File: src/rtl/id_hazard_ctrl.sv
// Decode-stage issue controller: per-register pending-write scoreboard, RAW/WAW stall, jump bubble and branch flush.
// Optional macro STALL_CNT_EN adds the perf_stall_cnt stall-cycle counter (constant 0 otherwise).
module id_hazard_ctrl #(
  parameter int NREG      = 32,
  parameter int AW        = 5,
  parameter int CNTW      = 2,
  parameter int FLUSH_CYC = 2
) (
  input  logic            clk,
  input  logic            rst,
  input  logic            id_valid,
  input  logic [5:0]      id_opcode,
  input  logic [AW-1:0]   id_rs,
  input  logic [AW-1:0]   id_rt,
  input  logic [AW-1:0]   id_rd,
  input  logic            id_uses_rs,
  input  logic            id_uses_rt,
  input  logic            id_regwrite,
  input  logic            id_regdst,
  input  logic            ex_ready,
  input  logic            ex_branch_taken,
  input  logic            wb_valid,
  input  logic [AW-1:0]   wb_addr,
  output logic            id_issue,
  output logic            id_stall,
  output logic            id_kill,
  output logic            jump_take,
  output logic [NREG-1:0] busy_vec,
  output logic            wb_underflow,
  output logic [31:0]     perf_stall_cnt
);

  typedef enum logic [1:0] {
    ST_RUN   = 2'd0,
    ST_JBUB  = 2'd1,
    ST_FLUSH = 2'd2
  } state_t;

  localparam logic [5:0]      OP_J       = 6'b000010;
  localparam logic [5:0]      OP_JAL     = 6'b000011;
  localparam logic [AW-1:0]   REG_ZERO   = {AW{1'b0}};
  localparam logic [AW-1:0]   REG_LINK   = AW'(31);
  localparam logic [CNTW-1:0] CNT_ZERO   = {CNTW{1'b0}};
  localparam logic [CNTW-1:0] CNT_ONE    = CNTW'(1);
  localparam logic [CNTW-1:0] CNT_MAX    = {CNTW{1'b1}};
  localparam logic [2:0]      FLUSH_LOAD = 3'(FLUSH_CYC - 1);

  state_t          r_state;
  state_t          w_state_nxt;
  logic [2:0]      r_flush_cnt;
  logic [2:0]      w_flush_nxt;
  logic [CNTW-1:0] r_cnt [NREG];
  logic [CNTW-1:0] w_cnt_nxt [NREG];
  logic [NREG-1:0] r_busy;
  logic            r_underflow;

  logic [AW-1:0]   w_dest;
  logic            w_dest_wr;
  logic            w_rs_busy;
  logic            w_rt_busy;
  logic            w_hazard;
  logic            w_is_jump;
  logic            w_issue;
  logic            w_stall;
  logic            w_kill;
  logic            w_jump;
  logic [NREG-1:0] w_inc_vec;
  logic [NREG-1:0] w_dec_vec;
  logic            w_uf_evt;

  always_comb begin
    if (id_opcode == OP_JAL) begin
      w_dest = REG_LINK;
    end else if (id_regdst) begin
      w_dest = id_rd;
    end else begin
      w_dest = id_rt;
    end
  end

  assign w_dest_wr = id_regwrite & (w_dest != REG_ZERO);
  assign w_rs_busy = id_uses_rs & (id_rs != REG_ZERO) & (r_cnt[id_rs] != CNT_ZERO);
  assign w_rt_busy = id_uses_rt & (id_rt != REG_ZERO) & (r_cnt[id_rt] != CNT_ZERO);
  // A saturated destination counter cannot take another in-flight write.
  assign w_hazard  = w_rs_busy | w_rt_busy | (w_dest_wr & (r_cnt[w_dest] == CNT_MAX));
  assign w_is_jump = (id_opcode == OP_J) | (id_opcode == OP_JAL);

  always_comb begin
    w_state_nxt = r_state;
    w_flush_nxt = r_flush_cnt;
    w_issue     = 1'b0;
    w_stall     = 1'b0;
    w_kill      = 1'b0;
    w_jump      = 1'b0;
    if (rst) begin
      w_state_nxt = ST_RUN;
      w_flush_nxt = 3'd0;
    end else if (ex_branch_taken) begin
      // Branch outranks any pending jump or bubble; flush length includes this cycle.
      w_kill = 1'b1;
      if (FLUSH_CYC == 1) begin
        w_state_nxt = ST_RUN;
        w_flush_nxt = 3'd0;
      end else begin
        w_state_nxt = ST_FLUSH;
        w_flush_nxt = FLUSH_LOAD;
      end
    end else begin
      case (r_state)
        ST_RUN: begin
          w_stall = id_valid & (w_hazard | ~ex_ready);
          w_issue = id_valid & ~w_stall;
          if (w_issue & w_is_jump) begin
            w_jump      = 1'b1;
            w_state_nxt = ST_JBUB;
          end else begin
            w_state_nxt = ST_RUN;
          end
        end
        ST_JBUB: begin
          w_kill      = 1'b1;
          w_state_nxt = ST_RUN;
        end
        ST_FLUSH: begin
          w_kill = 1'b1;
          if (r_flush_cnt <= 3'd1) begin
            w_flush_nxt = 3'd0;
            w_state_nxt = ST_RUN;
          end else begin
            w_flush_nxt = r_flush_cnt - 3'd1;
            w_state_nxt = ST_FLUSH;
          end
        end
        default: begin
          w_state_nxt = ST_RUN;
          w_flush_nxt = 3'd0;
        end
      endcase
    end
  end

  always_comb begin
    w_inc_vec = {NREG{1'b0}};
    w_dec_vec = {NREG{1'b0}};
    if (w_issue & w_dest_wr) begin
      w_inc_vec[w_dest] = 1'b1;
    end else begin
      w_inc_vec = {NREG{1'b0}};
    end
    if (wb_valid & (wb_addr != REG_ZERO)) begin
      w_dec_vec[wb_addr] = 1'b1;
    end else begin
      w_dec_vec = {NREG{1'b0}};
    end
  end

  // Issue and writeback on the same register cancel, including at zero.
  always_comb begin
    w_uf_evt = 1'b0;
    for (int i = 0; i < NREG; i++) begin
      w_cnt_nxt[i] = r_cnt[i];
      if (i == 0) begin
        w_cnt_nxt[i] = CNT_ZERO;
      end else if (w_inc_vec[i] & ~w_dec_vec[i]) begin
        w_cnt_nxt[i] = r_cnt[i] + CNT_ONE;
      end else if (~w_inc_vec[i] & w_dec_vec[i]) begin
        if (r_cnt[i] != CNT_ZERO) begin
          w_cnt_nxt[i] = r_cnt[i] - CNT_ONE;
        end else begin
          w_uf_evt = 1'b1;
        end
      end else begin
        w_cnt_nxt[i] = r_cnt[i];
      end
    end
  end

  always_ff @(posedge clk) begin
    if (rst) begin
      r_state     <= ST_RUN;
      r_flush_cnt <= 3'd0;
    end else begin
      r_state     <= w_state_nxt;
      r_flush_cnt <= w_flush_nxt;
    end
  end

  always_ff @(posedge clk) begin
    if (rst) begin
      r_busy      <= {NREG{1'b0}};
      r_underflow <= 1'b0;
      for (int i = 0; i < NREG; i++) begin
        r_cnt[i] <= CNT_ZERO;
      end
    end else begin
      r_underflow <= r_underflow | w_uf_evt;
      for (int i = 0; i < NREG; i++) begin
        r_cnt[i]  <= w_cnt_nxt[i];
        r_busy[i] <= (w_cnt_nxt[i] != CNT_ZERO);
      end
    end
  end

`ifdef STALL_CNT_EN
  logic [31:0] r_perf_cnt;

  always_ff @(posedge clk) begin
    if (rst) begin
      r_perf_cnt <= 32'd0;
    end else if (w_stall) begin
      r_perf_cnt <= r_perf_cnt + 32'd1;
    end else begin
      r_perf_cnt <= r_perf_cnt;
    end
  end

  assign perf_stall_cnt = r_perf_cnt;
`else
  assign perf_stall_cnt = 32'd0;
`endif

  assign id_issue     = w_issue;
  assign id_stall     = w_stall;
  assign id_kill      = w_kill;
  assign jump_take    = w_jump;
  assign busy_vec     = r_busy;
  assign wb_underflow = r_underflow;

endmodule

File: config.mk
export PLATFORM = sky130hd
export DESIGN_NAME = id_hazard_ctrl
export DESIGN_NICKNAME = d
export VERILOG_FILES = /design/src/rtl/id_hazard_ctrl.sv
export SDC_FILE = /design/constraint.sdc
export NUM_CORES = 1
export LEC_CHECK = 0
export CAP_MARGIN = 5
export CELL_PAD_IN_SITES_DETAIL_PLACEMENT = 2
export CELL_PAD_IN_SITES_GLOBAL_PLACEMENT = 2
export CORE_UTILIZATION = 25
export DETAILED_ROUTE_END_ITERATION = 8
export PLACE_DENSITY_LB_ADDON = 0.1
export SETUP_SLACK_MARGIN = 0.02
export SLEW_MARGIN = 20
export SYNTH_ARGS = -nofsm -noshare
export SYNTH_HDL_FRONTEND = slang
export SYNTH_SLANG_ARGS = --single-unit
File: constraint.sdc
create_clock -name clk -period 5.5 [get_ports clk]
set_input_delay 1.375 -clock clk [delete_from_list [all_inputs] [get_ports clk]]
set_output_delay 1.375 -clock clk [all_outputs]
set_load 0.05 [all_outputs]
==> results of run 1 <==
## how the worst max path moves through the flow
stage                     slack [ns]  cells past startpoint    startpoint         to
final                           0.11                     12  id_opcode[3]  jump_take
after global routing            0.03                     12  id_opcode[3]  jump_take
after CTS                       0.03                     12  id_opcode[1]  jump_take
after detailed placement       -0.12                     13     id_regdst  jump_take
after global placement         -0.06                     12  id_opcode[1]  jump_take
after floorplan                 0.08                     12      id_rt[0]  jump_take
## cell usage in the layout (no fill, tap or decap), types with 7 or more instances in the layout
master and n:
nand2_1 97, or3b_1 17, inv_1 74, or3_1 28, nor2_1 97, clkbuf_16 9, o22ai_1 7, and3_1 18
conb_1 33, o211ai_1 7, nand2b_1 8, a31oi_1 68, nand4_1 7, or2_1 24, dfxtp_1 99, mux4_2 9
a21oi_1 22, clkdlybuf4s50_1 61, nand3_1 112, nor3_1 16, nand3b_1 11, xnor2_1 24, and4_1 7, o21ai_0 16
buf_12 8, nor2b_1 7, ha_1 98, buf_4 76, o21bai_1 7, a2111oi_0 8, a211oi_1 21
## synthesized netlist by cell type (all sizes together), types with 9 or more instances
cell type	instances
a211oi	26
a21oi	22
o21ai	16
and3	18
clkbuf	25
inv	74
buf	55
or3	28
nand2	98
nand3b	11
xnor2	24
a2111oi	9
dfxtp	99
ha	98
or2	30
nor3	16
nand3	112
mux4	9
a31oi	68
or3b	17
nor2	98
## worst max-delay path: stages
cell and delay [ns]:
clkdlybuf4s50_1 0.42, and4bb_4 0.39, nand2_4 0.11, and3_1 0.19
buf_4 0.16, a222oi_1 0.30, a2bb2oi_2 0.21, nand4_1 0.14
nor2b_2 0.20, and2_1 0.17, and4b_4 0.20, buf_12 0.14
## power groups by stage
stage / Sequential (mW) / Combinational (mW) / Clock, mW
after floorplan: 0.743 / 0.209 / 0
after global placement: 0.739 / 0.357 / 0
after detailed placement: 0.739 / 0.360 / 0
after CTS: 0.722 / 0.364 / 0.771
after global routing: 0.722 / 0.386 / 0.792
final: 0.722 / 0.368 / 0.736
## through the flow
stage / std cells / setup TNS [ns] / area (um2) / setup WS, ns
after CTS: 1640 / 0 / 10400 / 0.0265
after global routing: 1640 / 0 / 10400 / 0.0279
after detailed placement: 1624 / -0.128 / 10000 / -0.121
final: 1641 / 0 / 10400 / 0.115
after global placement: 1624 / -0.0634 / 10000 / -0.0634
after floorplan: 1109 / 0 / 8510 / 0.0771
## routing by layer
layer / global-route usage / vias up / share of wire
met5: 0 / - / 0.00064
met4: 0.0704 / 4 / 0.022
met3: 0.0328 / 34 / 0.036
met2: 0.358 / 148 / 0.47
met1: 0.289 / 4235 / 0.48
li1: - / 4019 / -
## final cells by class
type | instances | area, um2
inverters | 74 | 278
multi-input cells | 856 | 5820
repair buffers | 153 | 1420
fillers | 3820 | 22400
well taps | 442 | 553
flip-flops and latches | 99 | 1980
clock buffers | 12 | 256
diodes | 1 | 2.50
clock inverters | 4 | 72.6
## registers in the layout, indices dropped and copies added (netlist names)
signal / flops
wb_underflow: 1
busy_vec: 31
r_state: 2
r_cnt: 62
r_flush_cnt: 3
## logic make-up (layout without fill, tap and decap cells)
logic type / Yosys count / after routing
multiplexers: 17 / 17
AO/OA/AOI/OAI: 200 / 200
flip-flops: 99 / 99
XOR/XNOR: 25 / 25
AND/OR/NAND/NOR: 483 / 483
other: 1 / 34
adder cells (fa/ha/maj): 98 / 98
buffers and inverters: 154 / 243
## repair_timing
action,CTS,global route
cloned,0,0
pin swaps,3,1
hold buffers,0,0
setup endpoints to repair,2,2
endpoints found under the hold margin,0,0
gates resized for setup,10,8
==> metrics.txt, run 1 <==
cell area after synthesis=8380 um2; initial drt markers=around 400; CP Max Fanout=8; CTS tree=done; Combinational Power Share=0.201; Final Util=0.317; drt pass-1 iters=5; type of the worst min-delay path=reg -> reg; Fmax achieved=186 MHz; fin nets=1,327; Post-synth EDFFs=0; CTS buffer count=9; gpl congestion=0.915; Min-Delay Startpoint=r_flush_cnt[1]; CP required=4.12 ns; max_slew headroom=0.394; Final ANT Viol Nets=0; top cells by area, synth=dfxtp_1 (24%), ha_1 (15%), nand3_1 (6.7%); Setup Skew=0.00865 ns; die height=185 um; post-synthesis simple-gate area fraction=0.297; Worst setup SP type=input pin; Fin. Hold Viols=0; mux contribution to synthesized area=0.0361; R2R Setup Slk=between 1.5 and 2 ns; crit share post-route=0.979; Post-Synth XOR/XNOR Area=0.0261; endpoints failing setup=0; hold depth=2; Synth top area share=0.236; syn_area_per_cell=7.78 um2; WS Path Type=in -> out; total track usage=0.217; Clk pwr share=0.403; Max VDD drop=approximately 0.16 mV; post-synthesis compound-gate area fraction=0.169; synthesized-area fraction occupied by adder cells=0.146; capture point of the worst reg-to-reg path=wb_underflow; Hold WS=between 0.5 and 0.6 ns; Worst setup EP type=primary output; H-tree Lvls=3; first-pass GRT wire length=54,500 um; Slew @ Worst Pin=approximately 0.9 ns; Post-Syn Instances=1,077; distinct cell type count after synthesis=74; Pwr Total=1.83 mW; Reg power frac=0.395; Power Dens Cells=176 nW/um2; LEAKAGE=3.74 nW; row count=66; Die W=roughly 190 um; post-DP HPWL=28,600 um; Tmin final=5.39 ns; Slew Limit Fails=0; status=finished clean; core footprint=32,800 um2; num ports=105; Arrival @ worst endpoint=4.01 ns; vias per inst=5.14; Net Sw Frac=0.309; Congestion Overflow GR=0; internal power=about 1.3 mW; synth-to-layout area growth=23.9%; dominant synthesized flop cell=dfxtp_1; clk slew on worst S/H paths=0.07 ns; post-synthesis sequential area ratio=0.236; vias in the first global route=8,867; post-synth top area cell=dfxtp_1; routed len/inst=~22 um; postcts setup bufs=0; max cap viols=0; Die Area=34,300 um2; total wire length=36,000 um; clk sinks=between 90 and 100; Yosys reg bits=99; post-synthesis async set-or-reset flop share=0; initial core utilization=0.256; # DRC=0; largest net degree at the start of global routing=76; number of port buffers=71; Hold Path End=r_flush_cnt[1]; worst-skew pair later-pin latency=approximately 0.38 ns; RSZ-0062 raised after global routing=no; main combinational cell family by area after synthesis=simple AND/OR/NAND/NOR gates; synth warn=0; FF-to-FF path depth=12; switching power=565 uW; DR vias=8,440; Root Driver=clkbuf_16; layout cells sized above 1=0.114; initial antenna violation count=4; Clock Path Buffers=2; worst flop-to-flop path startpoint=r_cnt[9][0]
Power figures use the tool's default switching activity.
==> run 2, diff against run 1 <==
--- a/config.mk
+++ b/config.mk
@@ -5,7 +5,6 @@
 export SDC_FILE = /design/constraint.sdc
 export NUM_CORES = 1
 export LEC_CHECK = 0
-export CAP_MARGIN = 5
 export CELL_PAD_IN_SITES_DETAIL_PLACEMENT = 2
 export CELL_PAD_IN_SITES_GLOBAL_PLACEMENT = 2
 export CORE_UTILIZATION = 25
==> results of run 2 <==
No change in the layout: final DEF, timing and power equal those of run 1.
==> run 3, diff against run 2 <==
--- a/config.mk
+++ b/config.mk
@@ -9,7 +9,7 @@
 export CELL_PAD_IN_SITES_GLOBAL_PLACEMENT = 2
 export CORE_UTILIZATION = 25
 export DETAILED_ROUTE_END_ITERATION = 8
-export PLACE_DENSITY_LB_ADDON = 0.1
+export PLACE_DENSITY_LB_ADDON = 0.15
 export SETUP_SLACK_MARGIN = 0.02
 export SLEW_MARGIN = 20
 export SYNTH_ARGS = -nofsm -noshare
==> constraint.sdc (replaced) <==
create_clock -name clk -period 6.8 [get_ports clk]
set_input_delay 1.7 -clock clk [delete_from_list [all_inputs] [get_ports clk]]
set_output_delay 1.7 -clock clk [all_outputs]
set_load 0.05 [all_outputs]
==> run 3 against run 2 <==
Clock skew increased by 0.0045 ns. Sequential share of layout area is 0.89 points higher. Clock-buffer cell count decreased by 3.
==> metrics.txt, run 3 (same netlist as run 1, synthesis figures left out) <==
WP buf/inv=4; PostCTS Resize Cnt=0; Fin. Hold Viols=0; RSZ-0062 raised after global routing=no; H-tree Lvls=3; max_slew headroom=0.381; LEAKAGE=3.43 nW; fin nets=around 1.3k; Finished Cell Area=9920 um2; WS Path Type=in -> out; Slew @ Worst Pin=0.929 ns; CTS tree=done; row count=between 60 and 70; DR vias=8,257; Worst setup EP type=primary output; clk sinks=between 90 and 100; crit share post-route=0.969; dpl cell area=9560 um2; type of the worst min-delay path=reg -> reg; largest net degree at the start of global routing=77; Congestion Overflow GR=0; clk slew on worst S/H paths=0.07 ns; initial drt markers=400; routed len/inst=21.9 um; die height=185 um; Slew Limit Fails=0; first-pass GRT wire length=52,500 um; CP Max Fanout=20; Die Area=between 30,000 and 40,000 um2; worst flop-to-flop path startpoint=r_cnt[13][0]; postcts setup bufs=0; CTS Hold Bufs=0; endpoints failing setup=0; worst-path cell chain=clkdlybuf4s50_1, buf_12, mux2i_2, and3_1, buf_4, a222oi_1, a2bb2oi_2, nand4_1, nor2b_1, and2_1, and4b_1, buf_12; status=finished clean; Filler cells=3,861; total wire length=34,700 um; setup_tns=0 ns; Largest register FFs=62; CP startpoint=id_regdst; Top delay family on crit path=simple AND/OR/NAND/NOR gates; n_diodes=0; initial antenna violation count=1; Largest Register=r_cnt; vias per inst=~5.2; Max VDD drop=roughly 0.13 mV; Worst setup SP type=input pin; CP required=5.10 ns; Min-Delay Startpoint=r_flush_cnt[1]; number of port buffers=71; max cap viols=0; most frequent cells in the layout=nand3_1 (112), dfxtp_1 (99), nor2_1 (98), nand2_1 (98), ha_1 (98); synth-to-layout area growth=18.4%; Power Dens Cells=approximately 150 nW/um2; Root Driver=clkbuf_16; total track usage=0.208; CTS buffer count=9; Clock Path Buffers=2; most frequent CP cell=buf_12; core footprint=~33,000 um2; crit path max-delay cell type=mux2i_2; Die W=around 190 um; initial core utilization=0.256; layout cells sized above 1=0.0673; Final ANT Viol Nets=0; drt pass-1 iters=5; post-DP HPWL=27,100 um; num ports=105; leading cell type in the layout, fill and taps excluded=nand3_1; Setup Skew=approximately 0.013 ns; # DRC=0; gpl congestion=0.895; Fmax achieved=around 150 MHz; Arrival @ worst endpoint=between 4 and 5 ns; Crit path largest cell delay=0.56 ns; Tmin final=around 6.6 ns; vias in the first global route=8,502; worst-skew pair later-pin latency=0.39 ns
-- run 3: cell count changes in the layout (fill, tap and decap cells not counted), sizes merged, moves of 2 or more --
cell           delta
clkdlybuf4s50     +6
clkbuf            -3
dlygate4sd2       -3
buf              -54
bufinv            +2
dlymetal6s2s      -3
-- run 3: layer usage --
metal / vias up / global-route usage / share of wire
met3: 34 / 0.0397 / 0.048
met1: 4143 / 0.280 / 0.48
met4: 2 / 0.0618 / 0.021
met2: 171 / 0.335 / 0.45
met5: - / 0 / 0.00032
li1: 3907 / - / -
-- run 3: worst paths after layout --
kind	cells past startpoint	slack, ns	endpoint
min	2	0.54	r_flush_cnt[1]
min reg2reg	2	0.54	r_flush_cnt[1]
max	12	0.21	jump_take
max reg2reg	12	2.64	wb_underflow
-- run 3: through the flow --
stage           util  hold WS [ns]  total power [mW]  instances  setup slack, ns
4_1_cts        0.303         0.538              1.53       1586            0.266
6_report       0.303         0.536              1.50       1586            0.212
5_1_grt        0.303         0.576              1.56       1586           0.0800
3_5_place_dp   0.292         0.527             0.858       1570            0.278
3_3_place_gp   0.292         0.522             0.856       1570            0.363
2_1_floorplan      -         0.490             0.770       1109            0.629
-- run 3: layout make-up --
cell class / instances / area, um2 / area share
Tap cell: 442 / 553 / 0.0557
Sequential cell: 99 / 1980 / 0.200
Clock inverter: 7 / 139 / 0.0140
Multi-Input combinational cell: 856 / 5780 / 0.582
Clock buffer: 9 / 225 / 0.0227
Timing Repair Buffer: 99 / 971 / 0.0978
Inverter: 74 / 278 / 0.0280
-- run 3: power by group --
group	total, mW	switching [mW]	internal (mW)
registers	0.584	0.00227	0.582
logic	0.263	0.189	0.0743
clock network	0.656	0.259	0.397
-- run 3: tightest hold or removal path, cell delays in order, from the launching register on --
cell and delay, ns:
dfxtp_1 0.32, a21oi_1 0.13, nor3_1 0.05
